[config.mk]
export PLATFORM = sky130hd
export DESIGN_NAME = eth_pcs_scrambler
export DESIGN_NICKNAME = d
export VERILOG_FILES = /design/src/rtl/eth_pcs_params_pkg.sv /design/src/rtl/eth_pcs_prbs31_gen.sv /design/src/rtl/eth_pcs_scrambler.sv
export SDC_FILE = /design/constraint.sdc
export NUM_CORES = 1
export LEC_CHECK = 0
export CAP_MARGIN = 20
export CORE_ASPECT_RATIO = 1.5
export CORE_MARGIN = 2
export CORE_UTILIZATION = 47
export CTS_CLUSTER_SIZE = 16
export DETAILED_ROUTE_END_ITERATION = 6
export GPL_ROUTABILITY_DRIVEN = 0
export PLACE_DENSITY = 0.7
export SYNTH_ARGS = -nofsm -noshare
export SYNTH_HDL_FRONTEND = slang
export SYNTH_HIERARCHICAL = 1
export SYNTH_SLANG_ARGS = --single-unit
[constraint.sdc]
create_clock -name i_clk -period 7.85 [get_ports i_clk]
set_input_delay 1.57 -clock i_clk [delete_from_list [all_inputs] [get_ports i_clk]]
set_output_delay 1.57 -clock i_clk [all_outputs]
set_load 0.01 [all_outputs]
[src/rtl/eth_pcs_params_pkg.sv]
// ---------------------------------------------------------------------------
// eth_pcs_params
//   Shared constants and types for the 10GBASE-R style PCS datapath.
//   The block is carried as N_TRANS_PER_BLK payload words of W_DATA bits,
//   plus a W_SYNC-bit sync header.
//   Contents:
//     - block/word geometry (W_DATA, W_SYNC, N_TRANS_PER_BLK, W_TRANS_PER_BLK)
//     - SYNC_DATA: the data-block sync header value
//     - self-synchronising scrambler taps and default seed (1 + x^39 + x^58)
//     - PRBS31 taps and default seed (1 + x^28 + x^31)
//     - tx_mode_e: the per-block transmit pattern mode
// ---------------------------------------------------------------------------
package eth_pcs_params;

  localparam int W_DATA          = 32;
  localparam int W_SYNC          = 2;
  localparam int N_TRANS_PER_BLK = 2;
  localparam int W_TRANS_PER_BLK = (N_TRANS_PER_BLK > 1) ? $clog2(N_TRANS_PER_BLK) : 1;

  localparam logic [W_SYNC-1:0] SYNC_DATA = 2'b01;

  localparam int W_SCR_STATE = 58;
  localparam int SCR_TAP_A   = 39;
  localparam int SCR_TAP_B   = 58;
  localparam logic [W_SCR_STATE-1:0] SCR_SEED_DEFAULT = 58'h3FF_FFFF_FFFF_FFFF;

  localparam int W_PRBS31     = 31;
  localparam int PRBS31_TAP   = 28;
  localparam logic [W_PRBS31-1:0] PRBS31_SEED_DEFAULT = 31'h7FFF_FFFF;

  typedef enum logic [1:0] {
    TX_MODE_SCRAMBLE = 2'd0,
    TX_MODE_BYPASS   = 2'd1,
    TX_MODE_PRBS31   = 2'd2
  } tx_mode_e;

endpackage

[src/rtl/eth_pcs_prbs31_gen.sv]
// ---------------------------------------------------------------------------
// eth_pcs_prbs31_gen
//   Fibonacci PRBS31 generator (1 + x^28 + x^31) producing W_DATA bits per
//   step, bit 0 being the earliest bit in time. Shared with the receive-side
//   PRBS checker.
//   Ports:
//     i_clk    clock
//     i_reset  synchronous active-high reset, reloads SEED
//     i_adv    advance the LFSR by W_DATA bits at this edge
//     o_data   the W_DATA bits the current state produces (combinational)
// ---------------------------------------------------------------------------
module eth_pcs_prbs31_gen
  import eth_pcs_params::*;
#(
  parameter logic [W_PRBS31-1:0] SEED = PRBS31_SEED_DEFAULT
) (
  input  logic              i_clk,
  input  logic              i_reset,
  input  logic              i_adv,
  output logic [W_DATA-1:0] o_data
);

  logic [W_PRBS31-1:0] r_state;
  logic [W_PRBS31-1:0] w_state_next;

  // The state holds the last 31 sequence bits with bit 30 the most recent.
  // Extending that history by W_DATA bits with b[n] = b[n-31] ^ b[n-28]
  // yields this step's output word in its top bits, and its top 31 bits
  // become the next state.
  function automatic logic [W_PRBS31+W_DATA-1:0] prbs31_extend(
    input logic [W_PRBS31-1:0] state
  );
    logic [W_PRBS31+W_DATA-1:0] seq;
    seq = '0;
    seq[W_PRBS31-1:0] = state;
    for (int k = 0; k < W_DATA; k++) begin
      seq[W_PRBS31+k] = seq[k] ^ seq[k + (W_PRBS31 - PRBS31_TAP)];
    end
    return seq;
  endfunction

  logic [W_PRBS31+W_DATA-1:0] w_seq;

  always_comb begin
    w_seq        = prbs31_extend(r_state);
    o_data       = w_seq[W_PRBS31+W_DATA-1:W_PRBS31];
    w_state_next = w_seq[W_PRBS31+W_DATA-1:W_DATA];
  end

  always_ff @(posedge i_clk) begin
    if (i_reset) begin
      r_state <= SEED;
    end else if (i_adv) begin
      r_state <= w_state_next;
    end
  end

endmodule

[src/rtl/eth_pcs_scrambler.sv]
// ---------------------------------------------------------------------------
// eth_pcs_scrambler
//   Transmit PCS stage after the 64b/66b encoder. Scrambles each payload word
//   with the self-synchronising 1 + x^39 + x^58 scrambler; the sync header
//   passes through. A per-block mode selects bypass or PRBS31 test pattern
//   instead (PRBS31 wins over bypass). One enabled cycle of latency.
//   Ports:
//     i_clk, i_reset   clock, synchronous active-high reset
//     i_clk_en         clock enable; all state holds when low
//     i_trans_cnt      transfer index within the block
//     i_sync_data      block sync header (sampled at transfer 0)
//     i_pld_data       payload word
//     i_scr_bypass     pass payload unscrambled (sampled at transfer 0)
//     i_prbs31_en      PRBS31 pattern output (sampled at transfer 0)
//     o_trans_cnt      transfer index aligned with the outputs
//     o_sync_data      sync header aligned with the output block
//     o_pld_data       scrambled / bypassed / PRBS payload word
// ---------------------------------------------------------------------------
module eth_pcs_scrambler
  import eth_pcs_params::*;
#(
  parameter logic [W_SCR_STATE-1:0] SCR_SEED    = SCR_SEED_DEFAULT,
  parameter logic [W_PRBS31-1:0]    PRBS31_SEED = PRBS31_SEED_DEFAULT
) (
  input  logic                       i_clk,
  input  logic                       i_reset,
  input  logic                       i_clk_en,
  input  logic [W_TRANS_PER_BLK-1:0] i_trans_cnt,
  input  logic [W_SYNC-1:0]          i_sync_data,
  input  logic [W_DATA-1:0]          i_pld_data,
  input  logic                       i_scr_bypass,
  input  logic                       i_prbs31_en,
  output logic [W_TRANS_PER_BLK-1:0] o_trans_cnt,
  output logic [W_SYNC-1:0]          o_sync_data,
  output logic [W_DATA-1:0]          o_pld_data
);

  // Offset into the scrambler state of the x^39 tap for output bit 0.
  // The x^58 tap for bit k is always state[k] since the state is exactly
  // 58 bits deep.
  localparam int TAP_A_OFS = W_SCR_STATE - SCR_TAP_A;
  localparam int TAP_B_OFS = W_SCR_STATE - SCR_TAP_B;

  logic [W_SCR_STATE-1:0]     r_scr;
  tx_mode_e                   r_mode;
  logic [W_SYNC-1:0]          r_sync;
  logic [W_TRANS_PER_BLK-1:0] r_trans_cnt;
  logic [W_SYNC-1:0]          r_sync_out;
  logic [W_DATA-1:0]          r_pld_out;

  logic                       w_blk_start;
  tx_mode_e                   w_req_mode;
  tx_mode_e                   w_mode;
  logic [W_SYNC-1:0]          w_sync;
  logic [W_DATA-1:0]          w_scr_word;
  logic [W_DATA-1:0]          w_prbs_word;
  logic                       w_prbs_adv;
  logic [W_SYNC-1:0]          w_sync_next;
  logic [W_DATA-1:0]          w_pld_next;

  // Mode and sync header are taken from the inputs on transfer 0 and from
  // the latched copies for the rest of the block, so transfer 0 already
  // uses the new block's settings.
  always_comb begin
    w_blk_start = (i_trans_cnt == '0);
    if (i_prbs31_en) begin
      w_req_mode = TX_MODE_PRBS31;
    end else if (i_scr_bypass) begin
      w_req_mode = TX_MODE_BYPASS;
    end else begin
      w_req_mode = TX_MODE_SCRAMBLE;
    end
    w_mode = w_blk_start ? w_req_mode : r_mode;
    w_sync = w_blk_start ? i_sync_data : r_sync;
  end

  // With only 32 output bits per word, both taps (k-39 and k-58) always
  // land in the stored history, so each word is a plain XOR of two
  // state slices with the payload.
  assign w_scr_word = i_pld_data
                    ^ r_scr[W_DATA-1+TAP_A_OFS:TAP_A_OFS]
                    ^ r_scr[W_DATA-1+TAP_B_OFS:TAP_B_OFS];

  assign w_prbs_adv = i_clk_en && (w_mode == TX_MODE_PRBS31);

  eth_pcs_prbs31_gen #(
    .SEED (PRBS31_SEED)
  ) u_prbs31_gen (
    .i_clk   (i_clk),
    .i_reset (i_reset),
    .i_adv   (w_prbs_adv),
    .o_data  (w_prbs_word)
  );

  always_comb begin
    w_pld_next  = w_scr_word;
    w_sync_next = w_sync;
    case (w_mode)
      TX_MODE_BYPASS: begin
        w_pld_next = i_pld_data;
      end
      TX_MODE_PRBS31: begin
        w_pld_next  = w_prbs_word;
        w_sync_next = SYNC_DATA;
      end
      default: begin
        w_pld_next = w_scr_word;
      end
    endcase
  end

  // The scrambler history only moves when a word is actually scrambled, so
  // bypass and PRBS blocks leave the descrambler in the far end in step.
  always_ff @(posedge i_clk) begin
    if (i_reset) begin
      r_scr       <= SCR_SEED;
      r_mode      <= TX_MODE_SCRAMBLE;
      r_sync      <= '0;
      r_trans_cnt <= '0;
      r_sync_out  <= '0;
      r_pld_out   <= '0;
    end else if (i_clk_en) begin
      r_mode      <= w_mode;
      r_sync      <= w_sync;
      r_trans_cnt <= i_trans_cnt;
      r_sync_out  <= w_sync_next;
      r_pld_out   <= w_pld_next;
      if (w_mode == TX_MODE_SCRAMBLE) begin
        r_scr <= {w_scr_word, r_scr[W_SCR_STATE-1:W_DATA]};
      end
    end
  end

  assign o_trans_cnt = r_trans_cnt;
  assign o_sync_data = r_sync_out;
  assign o_pld_data  = r_pld_out;

endmodule

==> run summary, run 1 <==
CTS Buf Count -> 17
DR WL/cell -> 20.9 µm
DR pass1 iterations -> 5
Syn Nets -> 627
Post-Synthesis Cell Area -> 6090 µm²
largest area contributor in the netlist -> dfxtp_1
overall global routing resource usage -> 24.2%
Hold Crit Start -> r_scr[55]
clk_lat worst skew -> 410 ps
Hold EP -> r_scr[55]
clock share of power -> 40.8%
CP Max Fanout -> 90
CP arrival -> 4420 ps
Synth top area share -> 42.1%
syn_area_per_cell -> 10.4 µm²
Comb pwr share -> 18.7%
CTS resizes -> 0
Slowest-stage cell, CP -> ha_1
Bufs and invs on worst path -> 2
Top delay family on crit path -> buffers and inverters
Switching Share -> 27.7%
final period utilization -> 52.5%
run status -> finished clean
initial core utilization -> 48.4%
Sequential Power Share -> 40.5%
Slew HR -> 28.7%
setup TNS -> 0 ps
r2r endpoint -> r_scr[15]
top cells by area, synth -> dfxtp_1 42%, xor2_1 8.8%, a211o_1 8.2%, o221ai_2 7.4%, or3b_2 4.6%
RSZ-0062 raised after global routing -> no
Post-DP HPWL -> 11100 µm
min Tclk post-route -> 4120 ps
pwr/cell area -> 258 nW/µm²
# port buffers -> 74
ys flop type -> dfxtp_1
largest net degree at the start of global routing -> 91
synth unique cells -> 32
filler cell count -> 1065
Site Rows -> 50
Cells after Synth -> 584
crit-path cells -> clkdlybuf4s50_1 > mux2i_1 > ha_1 > nand2_2 > buf_4 > a211o_1
first-pass GRT wire length -> 26300 µm
Max-Cap Viols -> 0
initial antenna violation count -> 0
die height -> 143 µm
CP max stage delay -> 910 ps
Finish-stage setup viols -> 0
Design Area, Final -> 7410 µm²
critical path depth -> 6
Peak VDD IR -> 173 µV
Final Hold Vio Count -> 0
area of the core -> 12600 µm²
via count -> 4761
DRC -> 0
Reg2Reg Depth -> 5
EDFF count, synth -> 0
post-synthesis async set-or-reset flop share -> 0%
Seq/Total Area, Yosys -> 42.1%
Setup crit start kind -> primary input
setup bufs post-CTS -> 0
synth-to-layout area growth -> 21.7%
P_int -> 1.38 mW
CTS Hold Bufs -> 0
Sw Pwr -> 0.530 mW
fmax -> 0.243 GHz
number of global-route vias before repair -> 4846
reg2reg start -> r_mode[1]
buffers from clock root to sink, at most -> 2
Final Routed Wirelength -> 16600 µm
Worst Hold Depth -> 2
GRT overflow -> 0
nets -> 672
Hold Crit Class -> flip-flop to flip-flop
io pins -> 75
Pins Over Slew Limit -> 0
Clk Tree Root Cell -> clkbuf_16
WS Path Type -> primary input to flip-flop
Crit path required time -> 8150 ps
clk_skew -> 10.2 ps
Worst-Margin Slew -> 1070 ps
YS warnings -> 6
leakage power -> 2.65 nW
n_diodes -> 0
DR vias/cell -> 5.97
Die ar. -> 13900 µm²
H-tree levels -> 4
fraction of layout cells with a size suffix above 1 -> 16.1%
CP endpoint kind -> flip-flop
CTS Sinks -> 128
clock transition at the registers of the reported paths -> 50 ps
DRT iter0 DRCs -> 267
Detail Route Antenna Nets -> 0
flop2flop setup slack -> 5300 ps
chip width -> 96.9 µm
DP Area -> 6830 µm²
CTS tree -> done
#FFs+latches synth -> 128
==> cell usage in the layout (no fill, tap or decap), types with 6 or more instances in the layout <==
cell,n
nor2_1,6
nor2b_1,32
clkdlybuf4s50_1,72
clkbuf_16,17
a211o_1,57
a22oi_1,32
a21oi_1,34
or3b_2,33
o21ai_0,32
buf_4,7
xnor2_1,32
and3_1,26
o221ai_2,30
dfxtp_1,128
xor2_1,61
==> power by group through the flow <==
stage	logic (mW)	registers, mW	clock network [mW]
5_1_grt	0.387	0.780	0.821
2_1_floorplan	0.232	0.775	0
6_report	0.358	0.775	0.780
3_3_place_gp	0.348	0.786	0
3_5_place_dp	0.353	0.787	0
4_1_cts	0.357	0.774	0.788
==> Yosys cell counts (2+ instances only) <==
| library cell | n |
|---|---|
| clkbuf_1 | 34 |
| nor2b_1 | 32 |
| a22oi_1 | 32 |
| and3_1 | 26 |
| a21oi_1 | 34 |
| inv_1 | 2 |
| dfxtp_1 | 128 |
| nor2_1 | 6 |
| xnor2_1 | 32 |
| buf_6 | 4 |
| buf_2 | 12 |
| o221ai_1 | 2 |
| xor2_1 | 61 |
| o21ai_0 | 32 |
| o221ai_2 | 30 |
| a211oi_1 | 4 |
| or3b_2 | 32 |
| buf_1 | 3 |
| xor3_1 | 3 |
| mux2i_1 | 4 |
| a211o_1 | 57 |
| nand3b_1 | 2 |
| ha_1 | 3 |
==> cells by family (layout without fill, tap and decap cells) <==
kind of cell,after synthesis,count (layout),share of synthesized area (%)
adder cells (fa/ha/maj),3,3,0.616
AND/OR/NAND/NOR,104,104,11.8
AO/OA/AOI/OAI,191,191,25.7
XOR/XNOR,96,96,14.5
buffers and inverters,57,114,4.34
flip-flops,128,128,42.1
multiplexers,5,5,0.842
==> state kept, by name (all words and copies together) (netlist names) <==
register / cells
r_sync: 2
r_mode: 2
o_pld_data: 32
o_sync_data: 2
o_trans_cnt: 1
r_scr: 58
u_prbs31_gen/r_state: 31
==> through the flow <==
stage	utilization, %	instances	hold WS, ps	total power [mW]	setup slack (ps)
2_1_floorplan	-	584	430	1.01	4160
3_3_place_gp	54.2	765	443	1.13	3330
3_5_place_dp	54.3	766	451	1.14	3340
4_1_cts	58.9	797	464	1.92	3750
5_1_grt	58.9	797	493	1.99	3580
6_report	58.9	797	467	1.91	3730
==> how the worst max path moves through the flow <==
stage	startpoint	endpoint	slack (ps)
after floorplan	i_trans_cnt	u_prbs31_gen/r_state[10]	4160
final	i_trans_cnt	r_scr[15]	3730
after CTS	i_trans_cnt	o_pld_data[19]	3750
after global placement	i_trans_cnt	o_pld_data[31]	3330
after global routing	i_trans_cnt	r_scr[42]	3580
after detailed placement	i_trans_cnt	o_pld_data[19]	3340
==> worst register-to-register path: stages (launching register included) <==
cell     delay [ps]
dfxtp_1         310
mux2i_1         300
ha_1            910
nand2_2          90
buf_4           390
a211o_1         440
==> per-layer routing <==
metal	routed length (µm)	track usage, %	up-vias
met5	0	0	-
met4	748	14.2	0
met3	624	4.18	34
met2	8360	42.0	141
met1	6900	28.0	2336
li1	-	-	2250
==> final cells by class <==
class | count | area [µm²] | share of cell area, %
inverters | 2 | 7.51 | 0.101
clock buffers | 20 | 437 | 5.89
multi-input cells | 399 | 3270 | 44.1
well taps | 156 | 195 | 2.63
clock inverters | 11 | 141 | 1.91
flip-flops and latches | 128 | 2560 | 34.6
repair buffers | 81 | 798 | 10.8
Note: power is estimated with default switching activity, not from simulation.
==> inputs of run 2 (changes only) <==
==> constraint.sdc (replaced) <==
create_clock -name i_clk -period 3.85 [get_ports i_clk]
set_input_delay 0.77 -clock i_clk [delete_from_list [all_inputs] [get_ports i_clk]]
set_output_delay 0.77 -clock i_clk [all_outputs]
set_load 0.01 [all_outputs]
==> run 2 against run 1 <==
Against the previous run: the run now ends with design-rule violations left; register-to-register slack worse by 3600 ps; via count is 2.4% higher; flip-flop and latch count stayed put; first-iteration DRC count is 13% lower; critical path depth is 1 higher; worst setup slack worse by 2800 ps.
==> run summary, run 2 (synthesis results as in run 1) <==
final period utilization -> 76.1%
Slowest-stage cell, CP -> or3b_2 (was ha_1)
pre-CTS WS -> 490 ps (was 3340 ps)
run status -> complete, but fails checks (was finished clean)
multi-input logic area -> 3270 µm² (unchanged)
CTS Buf Count -> 17 (unchanged)
clk_skew -> 8.31 ps (was 10.2 ps)
area of the core -> 12600 µm² (unchanged)
GRT overflow -> 0 (unchanged)
Reg with most FFs -> r_scr (unchanged)
Top delay family on crit path -> buffers and inverters (unchanged)
fmax -> 0.341 GHz
Max-Cap Viols -> 0 (unchanged)
largest net degree at the start of global routing -> 83 (was 91)
Design Area, Final -> 7550 µm² (was 7410 µm²)
synth-to-layout area growth -> 24.0% (was 21.7%)
DR vias/cell -> 6.08 (was 5.97)
commonest non-fill, non-tap cells in the layout -> 128 x dfxtp_1, 72 x clkdlybuf4s50_1, 61 x xor2_1 (unchanged)
Hold Crit Class -> flip-flop to flip-flop (unchanged)
n_diodes -> 0 (unchanged)
Hold Crit Start -> o_sync_data[1] (was r_scr[55])
DR pass1 iterations -> 7 (was 5)
r2r endpoint -> o_pld_data[0] (was r_scr[15])
CTS Sinks -> 128 (unchanged)
register area -> 2560 µm² (unchanged)
die height -> 143 µm (unchanged)
Peak VDD IR -> 308 µV (was 173 µV)
flop2flop setup slack -> 1690 ps (was 5300 ps)
Worst-Margin Slew -> 835 ps (was 1070 ps)
Reg2Reg Depth -> 6 (was 5)
nets -> 676 (was 672)
CP Max Fanout -> 23 (was 90)
commonest non-fill, non-tap cell in the layout -> dfxtp_1 (unchanged)
setup TNS -> 0 ps (unchanged)
DR WL/cell -> 21.3 µm (was 20.9 µm)
Crit path required time -> 4180 ps (was 8150 ps)
CTS resizes -> 0 (unchanged)
DRC -> 2 (was 0)
failing checks -> design-rule violations
setup bufs post-CTS -> 0 (unchanged)
CTS tree -> done (unchanged)
Worst Hold Depth -> 2 (unchanged)
CP endpoint kind -> flip-flop (unchanged)
Finish-stage setup viols -> 0 (unchanged)
# port buffers -> 74 (unchanged)
first-pass GRT wire length -> 26800 µm (was 26300 µm)
Clk Tree Root Cell -> clkbuf_16 (unchanged)
buffers from clock root to sink, at most -> 2 (unchanged)
Final Routed Wirelength -> 17100 µm (was 16600 µm)
fraction of layout cells with a size suffix above 1 -> 17.2% (was 16.1%)
clk_lat worst skew -> 410 ps (about the same)
Hold EP -> o_sync_data[1] (was r_scr[55])
DP Area -> 6890 µm² (was 6830 µm²)
io pins -> 75 (unchanged)
CTS Hold Bufs -> 0 (unchanged)
initial core utilization -> 48.4% (unchanged)
Bufs and invs on worst path -> 3 (was 2)
Final Hold Vio Count -> 0 (unchanged)
DRT iter0 DRCs -> 232 (was 267)
Detail Route Antenna Nets -> 0 (unchanged)
Setup crit start kind -> primary input (unchanged)
Slew HR -> 44.3% (was 28.7%)
Post-DP HPWL -> 11200 µm (was 11100 µm)
crit-path cells -> clkdlybuf4s50_1 > mux2i_1 > inv_1 > ha_1 > or3b_2 > buf_12 > o221ai_1 (was clkdlybuf4s50_1 > mux2i_1 > ha_1 > nand2_2 > buf_4 > a211o_1)
Site Rows -> 50 (unchanged)
initial antenna violation count -> 1 (was 0)
min Tclk post-route -> 2930 ps
Pins Over Slew Limit -> 0 (unchanged)
Die ar. -> 13900 µm² (unchanged)
reg2reg start -> r_mode[1] (unchanged)
WS Path Type -> primary input to flip-flop (unchanged)
overall power -> 4.15 mW (was 1.91 mW)
filler cell count -> 1047 (was 1065)
clock transition at the registers of the reported paths -> 60 ps (was 50 ps)
CP arrival -> 3260 ps (was 4420 ps)
Post-Layout Cell Count -> 802 (was 797)
overall global routing resource usage -> 24.7% (was 24.2%)
leakage power -> 2.73 nW (was 2.65 nW)
final worst slack -> 919 ps (was 3730 ps)
pwr/cell area -> 549 nW/µm² (was 258 nW/µm²)
number of global-route vias before repair -> 4933 (was 4846)
max reg flops -> 58 (unchanged)
CP max stage delay -> 660 ps (was 910 ps)
H-tree levels -> 4 (unchanged)
fin util -> 60.1% (was 58.9%)
chip width -> 96.9 µm (unchanged)
Placed Cells -> 770 (was 766)
RSZ-0062 raised after global routing -> no (unchanged)
worst hold slack -> 469 ps (was 467 ps)
via count -> 4876 (was 4761)
run 2: how the worst max path moves through the flow:
| stage | slack [ps] | from | endpoint | cells after the start |
|---|---|---|---|---|
| floorplan | 960 | i_trans_cnt | u_prbs31_gen/r_state[10] | 10 |
| finish | 920 | i_trans_cnt | o_pld_data[0] | 7 |
| CTS | 920 | i_trans_cnt | o_pld_data[0] | 7 |
| detailed placement | 490 | i_trans_cnt | o_pld_data[0] | 7 |
| global route | 780 | i_trans_cnt | o_pld_data[0] | 7 |
| global placement | 550 | i_trans_cnt | o_pld_data[1] | 7 |
run 2: area by class of cell:
| cell class | instances | share of cell area (%) |
|---|---|---|
| inverters | 2 | 0.0994 |
| well taps | 156 | 2.58 |
| clock inverters | 15 | 3.20 |
| repair buffers | 85 | 11.3 |
| flip-flops and latches | 128 | 33.9 |
| clock buffers | 17 | 5.63 |
| multi-input cells | 399 | 43.3 |
run 2: per-layer routing:
| layer | up-vias | global-route usage [%] | routed length, µm |
|---|---|---|---|
| met1 | 2385 | 29.7 | 7150 |
| met5 | - | 0 | 13 |
| li1 | 2254 | - | - |
| met2 | 184 | 42.3 | 8590 |
| met3 | 51 | 5.25 | 729 |
| met4 | 2 | 11.4 | 571 |
run 2: where the power goes:
group	switching, mW	internal [mW]	leakage [nW]
sequential	0.121	1.46	1.06
combinational	0.386	0.361	1.35
clock	0.610	1.21	0.323
run 2: worst register-to-register path, cell delays in order, from the launching register on:
cell and delay (ps):
dfxtp_1 310, mux2i_1 270, inv_1 80, ha_1 290
or3b_2 660, buf_12 260, o221ai_1 200
